[src/rtl/alu_uart_ctrl.sv]
// Sequencer between a UART and an external combinational ALU: collects an A, B, opcode
// byte triple, latches the ALU result and hands it to the transmitter.
module alu_uart_ctrl #(
  parameter int DBIT = 8,
  parameter int OPW  = 6
) (
  input  logic            clk,
  input  logic            reset,
  input  logic            rx_done_tick,
  input  logic [DBIT-1:0] rx_data,
  input  logic            tx_done_tick,
  input  logic [DBIT-1:0] alu_result,
  output logic [DBIT-1:0] alu_a,
  output logic [DBIT-1:0] alu_b,
  output logic [OPW-1:0]  alu_op,
  output logic            tx_start,
  output logic [DBIT-1:0] tx_data,
  output logic            busy,
  output logic            overrun
);

  typedef enum logic [2:0] {
    WAIT_A  = 3'd0,
    WAIT_B  = 3'd1,
    WAIT_OP = 3'd2,
    CALC    = 3'd3,
    SEND    = 3'd4,
    WAIT_TX = 3'd5
  } state_t;

  state_t          state_reg, state_next;
  logic [DBIT-1:0] a_reg, a_next;
  logic [DBIT-1:0] b_reg, b_next;
  logic [OPW-1:0]  op_reg, op_next;
  logic [DBIT-1:0] tx_data_reg, tx_data_next;
  logic            overrun_reg, overrun_next;

  always_ff @(posedge clk) begin
    if (reset) begin
      state_reg   <= WAIT_A;
      a_reg       <= '0;
      b_reg       <= '0;
      op_reg      <= '0;
      tx_data_reg <= '0;
      overrun_reg <= 1'b0;
    end else begin
      state_reg   <= state_next;
      a_reg       <= a_next;
      b_reg       <= b_next;
      op_reg      <= op_next;
      tx_data_reg <= tx_data_next;
      overrun_reg <= overrun_next;
    end
  end

  always_comb begin
    state_next   = state_reg;
    a_next       = a_reg;
    b_next       = b_reg;
    op_next      = op_reg;
    tx_data_next = tx_data_reg;
    overrun_next = overrun_reg;
    case (state_reg)
      WAIT_A: begin
        if (rx_done_tick) begin
          a_next     = rx_data;
          state_next = WAIT_B;
        end
      end
      WAIT_B: begin
        if (rx_done_tick) begin
          b_next     = rx_data;
          state_next = WAIT_OP;
        end
      end
      WAIT_OP: begin
        if (rx_done_tick) begin
          op_next    = rx_data[OPW-1:0];
          state_next = CALC;
        end
      end
      // Operands settled on the previous edge, so the ALU output is valid here.
      CALC: begin
        tx_data_next = alu_result;
        state_next   = SEND;
      end
      SEND: begin
        state_next = WAIT_TX;
      end
      WAIT_TX: begin
        if (tx_done_tick) begin
          state_next = WAIT_A;
        end
      end
      default: begin
        state_next = WAIT_A;
      end
    endcase
    // A byte arriving while a result is in flight is dropped and flagged.
    if (rx_done_tick && (state_reg == CALC || state_reg == SEND || state_reg == WAIT_TX)) begin
      overrun_next = 1'b1;
    end
  end

  assign alu_a    = a_reg;
  assign alu_b    = b_reg;
  assign alu_op   = op_reg;
  assign tx_data  = tx_data_reg;
  assign tx_start = (state_reg == SEND);
  assign busy     = (state_reg != WAIT_A);
  assign overrun  = overrun_reg;

endmodule

[config.mk]
export PLATFORM = sky130hd
export DESIGN_NAME = alu_uart_ctrl
export DESIGN_NICKNAME = d
export VERILOG_FILES = /design/src/rtl/alu_uart_ctrl.sv
export SDC_FILE = /design/constraint.sdc
export NUM_CORES = 1
export LEC_CHECK = 0
export BUFFER_PORTS_ARGS = -buffer_cell sky130_fd_sc_hd__buf_2
export CAP_MARGIN = 20
export CORE_MARGIN = 8
export CORE_UTILIZATION = 25
export CTS_BUF_LIST = sky130_fd_sc_hd__clkbuf_16
export DETAILED_ROUTE_END_ITERATION = 12
export SYNTH_ARGS = -nofsm -noshare
export SYNTH_HDL_FRONTEND = slang
export SYNTH_SLANG_ARGS = --single-unit
[constraint.sdc]
create_clock -name clk -period 1.6 [get_ports clk]
set_input_delay 0 -clock clk [delete_from_list [all_inputs] [get_ports clk]]
set_output_delay 0 -clock clk [all_outputs]
set_load 0.02 [all_outputs]
==> results of run 1 <==
[synth_stat cells (all sizes together)]
| cell type | count | share of area [%] |
|---|---|---|
| or4b | 1 | 0.76 |
| and4bb | 2 | 1.9 |
| a21o | 2 | 1.1 |
| nor3b | 1 | 0.57 |
| buf | 8 | 3.8 |
| or3 | 1 | 0.48 |
| or2b | 1 | 0.57 |
| nor4b | 1 | 1.8 |
| nand2 | 16 | 4.6 |
| inv | 1 | 0.28 |
| nand2b | 3 | 1.4 |
| mux2i | 22 | 17 |
| a311oi | 1 | 0.66 |
| a211oi | 1 | 0.57 |
| a21oi | 10 | 3.8 |
| nand3b | 2 | 1.1 |
| o32a | 1 | 0.76 |
| nor2 | 23 | 6.6 |
| clkbuf | 3 | 0.85 |
| dfxtp | 34 | 52 |
[cell families (layout without fill, tap and decap cells)]
kind of cell / Yosys count / count (layout) / synth area share, %
buffers and inverters: 12 / 81 / 4.94
DFF: 34 / 34 / 51.7
AOI/OAI and AO/OA: 15 / 15 / 6.93
muxes: 22 / 22 / 16.7
and+or+nand+nor: 51 / 51 / 19.8
[layout make-up]
class	instances	area [sq um]	share of cell area (%)
tap	70	87.6	4.42
clock buffer	5	125	6.31
multi-input combinational	88	572	28.8
clock inverter	3	63.8	3.22
timing repair buffer	72	450	22.7
inverter	1	3.75	0.189
sequential	34	681	34.3
[how the worst max path moves through the flow]
stage                      to  slack, ns  depth (start not counted)
finish               alu_a[3]       0.20                          3
global placement     alu_a[0]       0.22                          3
detailed placement   alu_a[2]       0.20                          3
floorplan           alu_op[2]       0.39                          5
global route         alu_a[0]       0.11                          3
CTS                  alu_a[2]       0.19                          3
[power by group]
group	internal (uW)	leakage (uW)	total, uW	switching (uW)
Combinational	121	0.000575	263	142
Clock	886	0.0000915	1220	338
Sequential	882	0.000276	903	21.2
[layer usage]
layer / GRT usage, % / vias to the layer above / share of wire (%)
li1: - / 586 / -
met5: 0 / - / 0
met1: 10.9 / 515 / 44
met2: 14.1 / 28 / 47
met4: 4.61 / 0 / 2.0
met3: 3.06 / 5 / 6.6
[worst max-delay path, cell delays in order, from the launching register on]
cell	delay, ns
dfxtp_1	0.40
or4b_1	0.67
nand2_1	0.13
a21oi_1	0.07
[metrics by stage]
step                cells  total power, uW
floorplan             134             1070
global placement      249             1160
CTS                   273             2430
global route          273             2490
detailed placement    249             1160
finish                273             2390
==> results.txt, run 1 <==
status -> completed
kind of end point of the critical path -> register
total CTS buffers -> 5
clk_skew -> 0.00272 ns
Hold Path End -> state_reg[2]
DRC -> 0
r2r startpoint -> state_reg[2]
Worst Hold Margin -> 0.0279 ns
DR WL/cell -> 12.7 microns
share of cells above drive strength 1 -> 32.0%
Area Growth Syn to Fin -> 50.5%
FF+latch count, synth -> 34
final hold violations -> 0
power per cell area -> 1200 nW/um^2
critical path class -> reg -> reg
TNS Setup -> 0 ns
Post-DRT Antenna Nets -> 0
Initial Utilization -> 25.8%
Placement Cell Area -> 1630 sq um
Slew Viols, Final -> 0
Setup Fix Bufs, Post-CTS -> 0
initial antenna violation count -> 0
Total GRT Usage -> 9.08%
GP Congestion -> 0.659
Max-Cap Viols -> 0
WL final -> 3470 microns
Placeable Area -> 5110 sq um
nets -> 222
syn_area_per_cell -> 9.83 sq um
vias in the first global route -> 1,114
cts repair resizes -> 0
RSZ-0062 raised after global routing -> no
WP data required -> 1.73 ns
worst r2r dst -> alu_a[3]
FP Rows -> 26
Hold Buf Count CTS -> 16
max_slew headroom -> 58.2%
Yosys cell types -> 24
Clock Path Buffers -> 2
commonest non-fill, non-tap cells in the layout -> buf_2 (52), dfxtp_1 (34), nor2_1 (23)
n_diodes -> 0
register-to-register setup slack -> 0.20 ns
dpl hpwl -> 2390 microns
cell area after synthesis -> 1320 sq um
Synthesis Warnings -> 0
DR vias/cell -> 4.15
fmax -> 716 MHz
clk_lat worst skew -> 0.27 ns
first-pass GRT wire length -> 5490 microns
vias after detailed routing -> 1,134
Worst-Margin Slew -> 0.628 ns
die area -> 7850 sq um
crit-path max FO -> 11
design area -> 1980 sq um
Reg clk slew, reported paths -> 0.05 ns
hold path depth -> 3
initial DRC count -> 33
final-layout fill cell count -> 554
Post-Place Setup Slack -> 0.201 ns
gate count of the mapped netlist -> 134
fin crit period -> 1.40 ns
TritonCTS clock tree -> yes
Congestion Overflow GR -> 0
worst setup margin -> 0.203 ns
I/O pin count -> 53
Max IR drop VDD -> 365 uV
CP Launch Type -> register
leading cell type in the layout, fill and taps excluded -> buf_2
Syn Nets -> 154
fin crit share -> 87.3%
clock tree sinks -> 34
R2R cell count -> 3
DRT Pass-1 Iters -> 4
Root Buffer -> clkbuf_16
critical path arrival -> 1.53 ns
# port buffers -> 52
Hold Crit Class -> in -> reg
Final setup viols -> 0
Die W -> 88.6 microns
Core Util, Final -> 38.8%
P_leak -> 0.000942 uW
HP Start -> tx_done_tick
die height -> 88.6 microns
sequential-to-total area share from yosys stat -> 51.7%
largest net degree at the start of global routing -> 35
H-tree levels -> 2
Worst Setup SP -> state_reg[2]
Note: power is estimated with default switching activity, not from simulation.
==> run 2, diff against run 1 <==
- CELL_PAD_IN_SITES_DETAIL_PLACEMENT: not set -> 0
- CELL_PAD_IN_SITES_GLOBAL_PLACEMENT: not set -> 1
- PLACE_DENSITY_LB_ADDON: not set -> 0.1
==> run 2 against run 1 <==
Against the previous run: routed wire length is 0.52% lower; clock power is 27% lower; global-route usage is 0.66 points higher; die area stayed put; first-iteration DRC count is 67% higher; maximum frequency is 3.5% lower; largest power group is now registers; total power is 14% lower; worst hold slack better by 0.0096 ns; highest routed layer unchanged; core utilization is 1.1 points lower.
==> results.txt, run 2 (synthesis results as in run 1) <==
kind of end point of the critical path -> register
critical path arrival -> 1.58 ns (+0.05 ns)
worst r2r dst -> alu_a[5]
Cell Chain, Critical Path -> or4b_1 > nand2_1 > a21oi_1
Area Growth Syn to Fin -> 46.3%
WL final -> 3450 microns (-0.52%)
GP Congestion -> 0.662 (+0.47%)
DR vias/cell -> 4.19 (+0.90%)
initial antenna violation count -> 0 (unchanged)
Post-Place Setup Slack -> 0.154 ns (-0.0470 ns)
FP Rows -> 26 (unchanged)
WP data required -> 1.73 ns (about the same)
hold path depth -> 3 (unchanged)
final-layout fill cell count -> 543 (-2.0%)
RSZ-0062 raised after global routing -> no
I/O pin count -> 53 (unchanged)
Worst Setup SP -> state_reg[1]
clk_skew -> 0.00352 ns (+0.000792 ns)
sequential cell area -> 681 sq um (unchanged)
Hold Crit Class -> in -> reg
fmax -> 691 MHz (-3.5%)
Slew Viols, Final -> 0 (unchanged)
Max IR drop VDD -> 504 uV (+38%)
Placeable Area -> 5110 sq um (unchanged)
H-tree levels -> 2 (unchanged)
first-pass GRT wire length -> 5830 microns (+6.3%)
r2r startpoint -> state_reg[1]
die height -> 88.6 microns (unchanged)
max_slew headroom -> 58.4% (+0.21 points)
Placement Cell Area -> 1630 sq um (-0.46%)
nets -> 221 (-0.45%)
area of the multi-input gates -> 572 sq um (unchanged)
fin crit share -> 90.5% (+3.2 points)
Max-Cap Viols -> 0 (unchanged)
crit-path max FO -> 11 (unchanged)
initial DRC count -> 55 (+67%)
Reg clk slew, reported paths -> 0.05 ns (about the same)
Total GRT Usage -> 9.74% (+0.66 points)
commonest non-fill, non-tap cells in the layout -> buf_2 (52), dfxtp_1 (34), nor2_1 (23)
CP max-delay cell -> or4b_1
Root Buffer -> clkbuf_16
vias in the first global route -> 1,207 (+8.3%)
leading cell type in the layout, fill and taps excluded -> buf_2
Post-DRT Antenna Nets -> 0 (unchanged)
Clock Path Buffers -> 2 (unchanged)
die area -> 7850 sq um (unchanged)
Final setup viols -> 0 (unchanged)
Congestion Overflow GR -> 0 (unchanged)
total CTS buffers -> 5 (unchanged)
worst setup margin -> 0.152 ns (-0.0511 ns)
DRT Pass-1 Iters -> 4 (unchanged)
fin crit period -> 1.45 ns (+0.0511 ns)
TritonCTS clock tree -> yes
Initial Utilization -> 25.8% (unchanged)
critical path class -> reg -> reg
R2R cell count -> 3 (unchanged)
P_leak -> 0.000913 uW (-3.1%)
largest net degree at the start of global routing -> 35 (unchanged)
cts repair resizes -> 0 (unchanged)
CP Launch Type -> register
dpl hpwl -> 2500 microns (+4.4%)
status -> completed
clock tree sinks -> 34 (unchanged)
HP Start -> tx_done_tick
power per cell area -> 1070 nW/um^2 (-11%)
Setup Fix Bufs, Post-CTS -> 0 (unchanged)
Critical Path Max Stage Delay -> 0.70 ns (+0.03 ns)
vias after detailed routing -> 1,140 (+0.53%)
TNS Setup -> 0 ns (unchanged)
clk_lat worst skew -> 0.27 ns (about the same)
# port buffers -> 52 (unchanged)
DR WL/cell -> 12.7 microns (-0.15%)
final hold violations -> 0 (unchanged)
DRC -> 0 (unchanged)
share of cells above drive strength 1 -> 31.7% (-0.34 points)
Worst-Margin Slew -> 0.624 ns (-0.00321 ns)
n_diodes -> 0 (unchanged)
Worst Hold Margin -> 0.0375 ns (+0.00961 ns)
Die W -> 88.6 microns (unchanged)
register-to-register setup slack -> 0.15 ns (-0.05 ns)
design area -> 1930 sq um (-2.8%)
Hold Path End -> state_reg[2]
run 2: cell types whose count changed in the layout (fill, tap and decap cells not counted):
cell and change:
bufinv_16 -2, buf_4 -1, clkinv_2 +1, clkinvlp_4 +1
run 2: worst max-delay path: cells and delay by family, from the launching register on:
kind            cells  cell delay, ns
simple gates        2            0.82
compound gates      1            0.07
flops               1            0.41
run 2: power by group:
part	total, uW	switching [uW]	leakage (uW)	internal, uW
Clock	896	330	0.0000672	566
Combinational	258	139	0.000570	119
Sequential	906	24.7	0.000276	882
run 2: cell type report:
| cell class | instances | share of cell area (%) |
|---|---|---|
| clock buffers | 5 | 6.49 |
| clock inverters | 3 | 0.844 |
| inverters | 1 | 0.195 |
| multi-input cells | 88 | 29.7 |
| flip-flops and latches | 34 | 35.3 |
| well taps | 70 | 4.54 |
| repair buffers | 71 | 23.0 |
run 2: worst max path at each step:
stage,endpoint,depth (start not counted)
after floorplan,alu_op[2],5
after global placement,alu_a[4],3
after detailed placement,alu_a[3],3
after CTS,alu_a[3],3
after global routing,alu_a[4],3
final,alu_a[5],3
run 2: per-layer routing:
metal / vias to the layer above / global-route usage (%) / wire, microns
li1: 584 / - / -
met1: 526 / 10.3 / 1430
met2: 25 / 16.3 / 1730
met3: 5 / 4.55 / 231
met4: 0 / 4.15 / 59
met5: - / 0 / 0
run 2: through the flow:
step	power (uW)	cells	utilization [%]
6_report	2060	272	37.8
5_1_grt	2180	272	37.8
4_1_cts	2100	272	37.8
3_5_place_dp	1160	248	31.8
3_3_place_gp	1150	248	31.8
2_1_floorplan	1070	134	-
run 2: repair_timing:
action                     in CTS  in global routing
hold endpoints to repair       18                  0
setup endpoints to repair       0                  0
hold buffers                   16                  0
==> run 3, diff against run 2 <==
- ABC_AREA: not set -> 1
==> run 3 against run 2 <==
Against the previous run: design area down 3.7%; critical path type is now in -> reg; die area down 4.0%; sequential share of layout area up 1.4 points; largest power group is now the clock network; final cell count up 11%; clock skew down 0.0017 ns; critical path depth up 3; maximum frequency up 19%.
==> results.txt, run 3 <==
die height -> 86.8 microns (-2.0%)
I/O pin count -> 53 (unchanged)
leading cell type in the layout, fill and taps excluded -> nor2_1
fin crit period -> 1.22 ns (-0.232 ns)
Die W -> 86.8 microns (-2.0%)
Reg clk slew, reported paths -> 0.05 ns (about the same)
Flop pwr share -> 39.4% (-4.6 points)
Comb power frac -> 16.9% (+4.4 points)
TritonCTS clock tree -> yes
Max IR drop VDD -> 392 uV (-22%)
Synth top area share -> 54.3% (+2.6 points)
Placeable Area -> 4790 sq um (-6.3%)
Slew Viols, Final -> 0 (unchanged)
n_diodes -> 0 (unchanged)
Hold Crit Class -> in -> reg
register-to-register setup slack -> 0.39 ns (+0.24 ns)
vias in the first global route -> 1,372 (+14%)
max_slew headroom -> 80.9% (+23 points)
total CTS buffers -> 5 (unchanged)
fmax -> 822 MHz (+19%)
commonest non-fill, non-tap cells in the layout -> nor2_1 (69), buf_2 (52), dfxtp_1 (34)
CP top delay family -> buffers and inverters
Congestion Overflow GR -> 0 (unchanged)
DR vias/cell -> 4.23 (+0.81%)
cell area after synthesis -> 1250 sq um (-4.8%)
met3 Use GR -> 4.91% (+0.37 points)
Worst-Margin Slew -> 0.286 ns (-0.338 ns)
cts repair resizes -> 0 (unchanged)
dpl hpwl -> 2790 microns (+12%)
Synth area leaders -> dfxtp_1 (54%), nor2_1 (21%), o21ai_0 (12%)
Post-synth top cells -> nor2_1 (69), dfxtp_1 (34), o21ai_0 (30)
WL final -> 3650 microns (+5.8%)
Clock Path Buffers -> 2 (unchanged)
status -> completed
clock tree sinks -> 34 (unchanged)
Total GRT Usage -> 10.5% (+0.81 points)
Initial Utilization -> 26.2% (+0.40 points)
Synth Flop Type -> dfxtp_1
Syn Nets -> 187 (+21%)
initial DRC count -> 80 (+45%)
DRC -> 0 (unchanged)
clk_lat worst skew -> 0.28 ns (about the same)
FP Rows -> 25 (-3.8%)
WP data required -> 1.81 ns (+0.08 ns)
final-layout fill cell count -> 537 (-1.1%)
gate count of the mapped netlist -> 167 (+25%)
Post-DRT Antenna Nets -> 0 (unchanged)
Area Growth Syn to Fin -> 48.1%
fin crit share -> 76.0% (-14 points)
nets -> 254 (+15%)
initial antenna violation count -> 0 (unchanged)
Tot Pwr -> 2460 uW (+19%)
# port buffers -> 52 (unchanged)
leading area contributor after synthesis -> dfxtp_1
met2 Use GR -> 17.7% (+1.4 points)
crit-path max FO -> 22 (+11)
sequential-to-total area share from yosys stat -> 54.3% (+2.6 points)
asr flop ratio synth -> 0% (unchanged)
busiest grt layer -> met2
Synthesis Warnings -> 0 (unchanged)
Cell Chain, Critical Path -> dlygate4sd3_1 > buf_2 > inv_1 > buf_4 > o21ai_0 > nor2_1
power per cell area -> 1320 nW/um^2 (+24%)
Root Buffer -> clkbuf_16
largest net degree at the start of global routing -> 23 (-34%)
clk_skew -> 0.00184 ns (-0.00168 ns)
Critical Path Max Stage Delay -> 0.54 ns (-0.16 ns)
Final setup viols -> 0 (unchanged)
final hold violations -> 0 (unchanged)
internal power -> 1800 uW (+15%)
critical path class -> in -> reg
GP Congestion -> 0.810 (+22%)
Post-synth EDFFs -> 0 (unchanged)
GRT met1 Usage -> 11.0% (+0.72 points)
CP Buf/Inv Count -> 4 (+4)
Switching Fraction -> 26.9% (+3.0 points)
Yosys cell types -> 15 (-38%)
Net Sw Power -> 662 uW (+34%)
vias after detailed routing -> 1,276 (+12%)
TNS Setup -> 0 ns (unchanged)
share of cells above drive strength 1 -> 30.6% (-1.0 points)
DR WL/cell -> 12.1 microns (-4.7%)
kind of end point of the critical path -> register
die area -> 7540 sq um (-4.0%)
count leader, synth -> nor2_1
CP max-delay cell -> dlygate4sd3_1
CP Launch Type -> input pin
syn_area_per_cell -> 7.51 sq um (-24%)
H-tree levels -> 2 (unchanged)
FF+latch count, synth -> 34 (unchanged)
RSZ-0062 raised after global routing -> no
Max-Cap Viols -> 0 (unchanged)
Clock power frac -> 43.6% (about the same)
DRT Pass-1 Iters -> 4 (unchanged)
P_leak -> 0.000917 uW (+0.46%)
first-pass GRT wire length -> 6240 microns (+7.1%)
critical path arrival -> 1.43 ns (-0.15 ns)
## run 3: changes by cell type after synthesis, moves of 3 or more
cell | previous run | this run
inv_2 | 0 | 4
nor2_1 | 23 | 69
mux2i_1 | 22 | 0
a21oi_1 | 10 | 2
buf_2 | 4 | 0
nand2_1 | 16 | 10
nand2b_1 | 3 | 0
nand2_2 | 0 | 3
o21ai_0 | 0 | 30
## run 3: layout make-up
type	count	area [sq um]	share of cell area (%)
multi-input combinational	121	526	28.3
tap	67	83.8	4.51
clock buffer	5	125	6.74
sequential	34	681	36.7
timing repair buffer	63	368	19.8
inverter	9	36.3	1.95
clock inverter	3	37.5	2.02
## run 3: path summary, 6_finish.rpt
check,startpoint,endpoint,cells past startpoint
hold / removal,rx_data[6],alu_b[6],3
setup / recovery,reset,alu_b[1],6
setup reg to reg,state_reg[1],tx_data[2],5
hold reg to reg,overrun,overrun,2
## run 3: power groups by stage
stage	registers [uW]	clock network [uW]	logic, uW
after floorplan	1070	0	174
after global placement	986	0	403
after detailed placement	989	0	404
after CTS	971	1100	424
after global routing	981	1130	470
final	969	1070	416
## run 3: logic make-up (layout without fill, tap and decap cells)
family                 count (synthesis)  after routing  synth area share (%)
AO/OA/AOI/OAI                         33             33                  13.3
buffers and inverters                 12             80                  3.79
flip-flops                            34             34                  54.3
AND/OR/NAND/NOR                       88             88                  28.6
## run 3: through the flow
stage               utilization (%)  cells  instance area (sq um)  hold WS [ns]  setup WS, ns
floorplan                         -    167                   1250        0.0691         0.543
global placement               33.3    284                   1590         0.185         0.407
detailed placement             33.3    284                   1590         0.189         0.370
CTS                            38.8    302                   1860       0.00495         0.359
global route                   38.8    302                   1860        0.0303         0.216
finish                         38.8    302                   1860       0.00492         0.383
## run 3: routing by layer
metal  part of all wire, %  routed length [microns]
met3                   8.5                      309
met4                   1.6                       59
met5                     0                        0
met2                    47                     1720
met1                    43                     1560
## run 3: worst min-delay path: stages
cell and delay [ns]:
buf_2 0.09, o21ai_0 0.08, nor2_1 0.08
## run 3: repair_timing
| action | in CTS | in global routing |
|---|---|---|
| hold endpoints to repair | 10 | 0 |
| hold buffers | 10 | 0 |
| setup endpoints to repair | 0 | 0 |
| setup buffers | 0 | 0 |
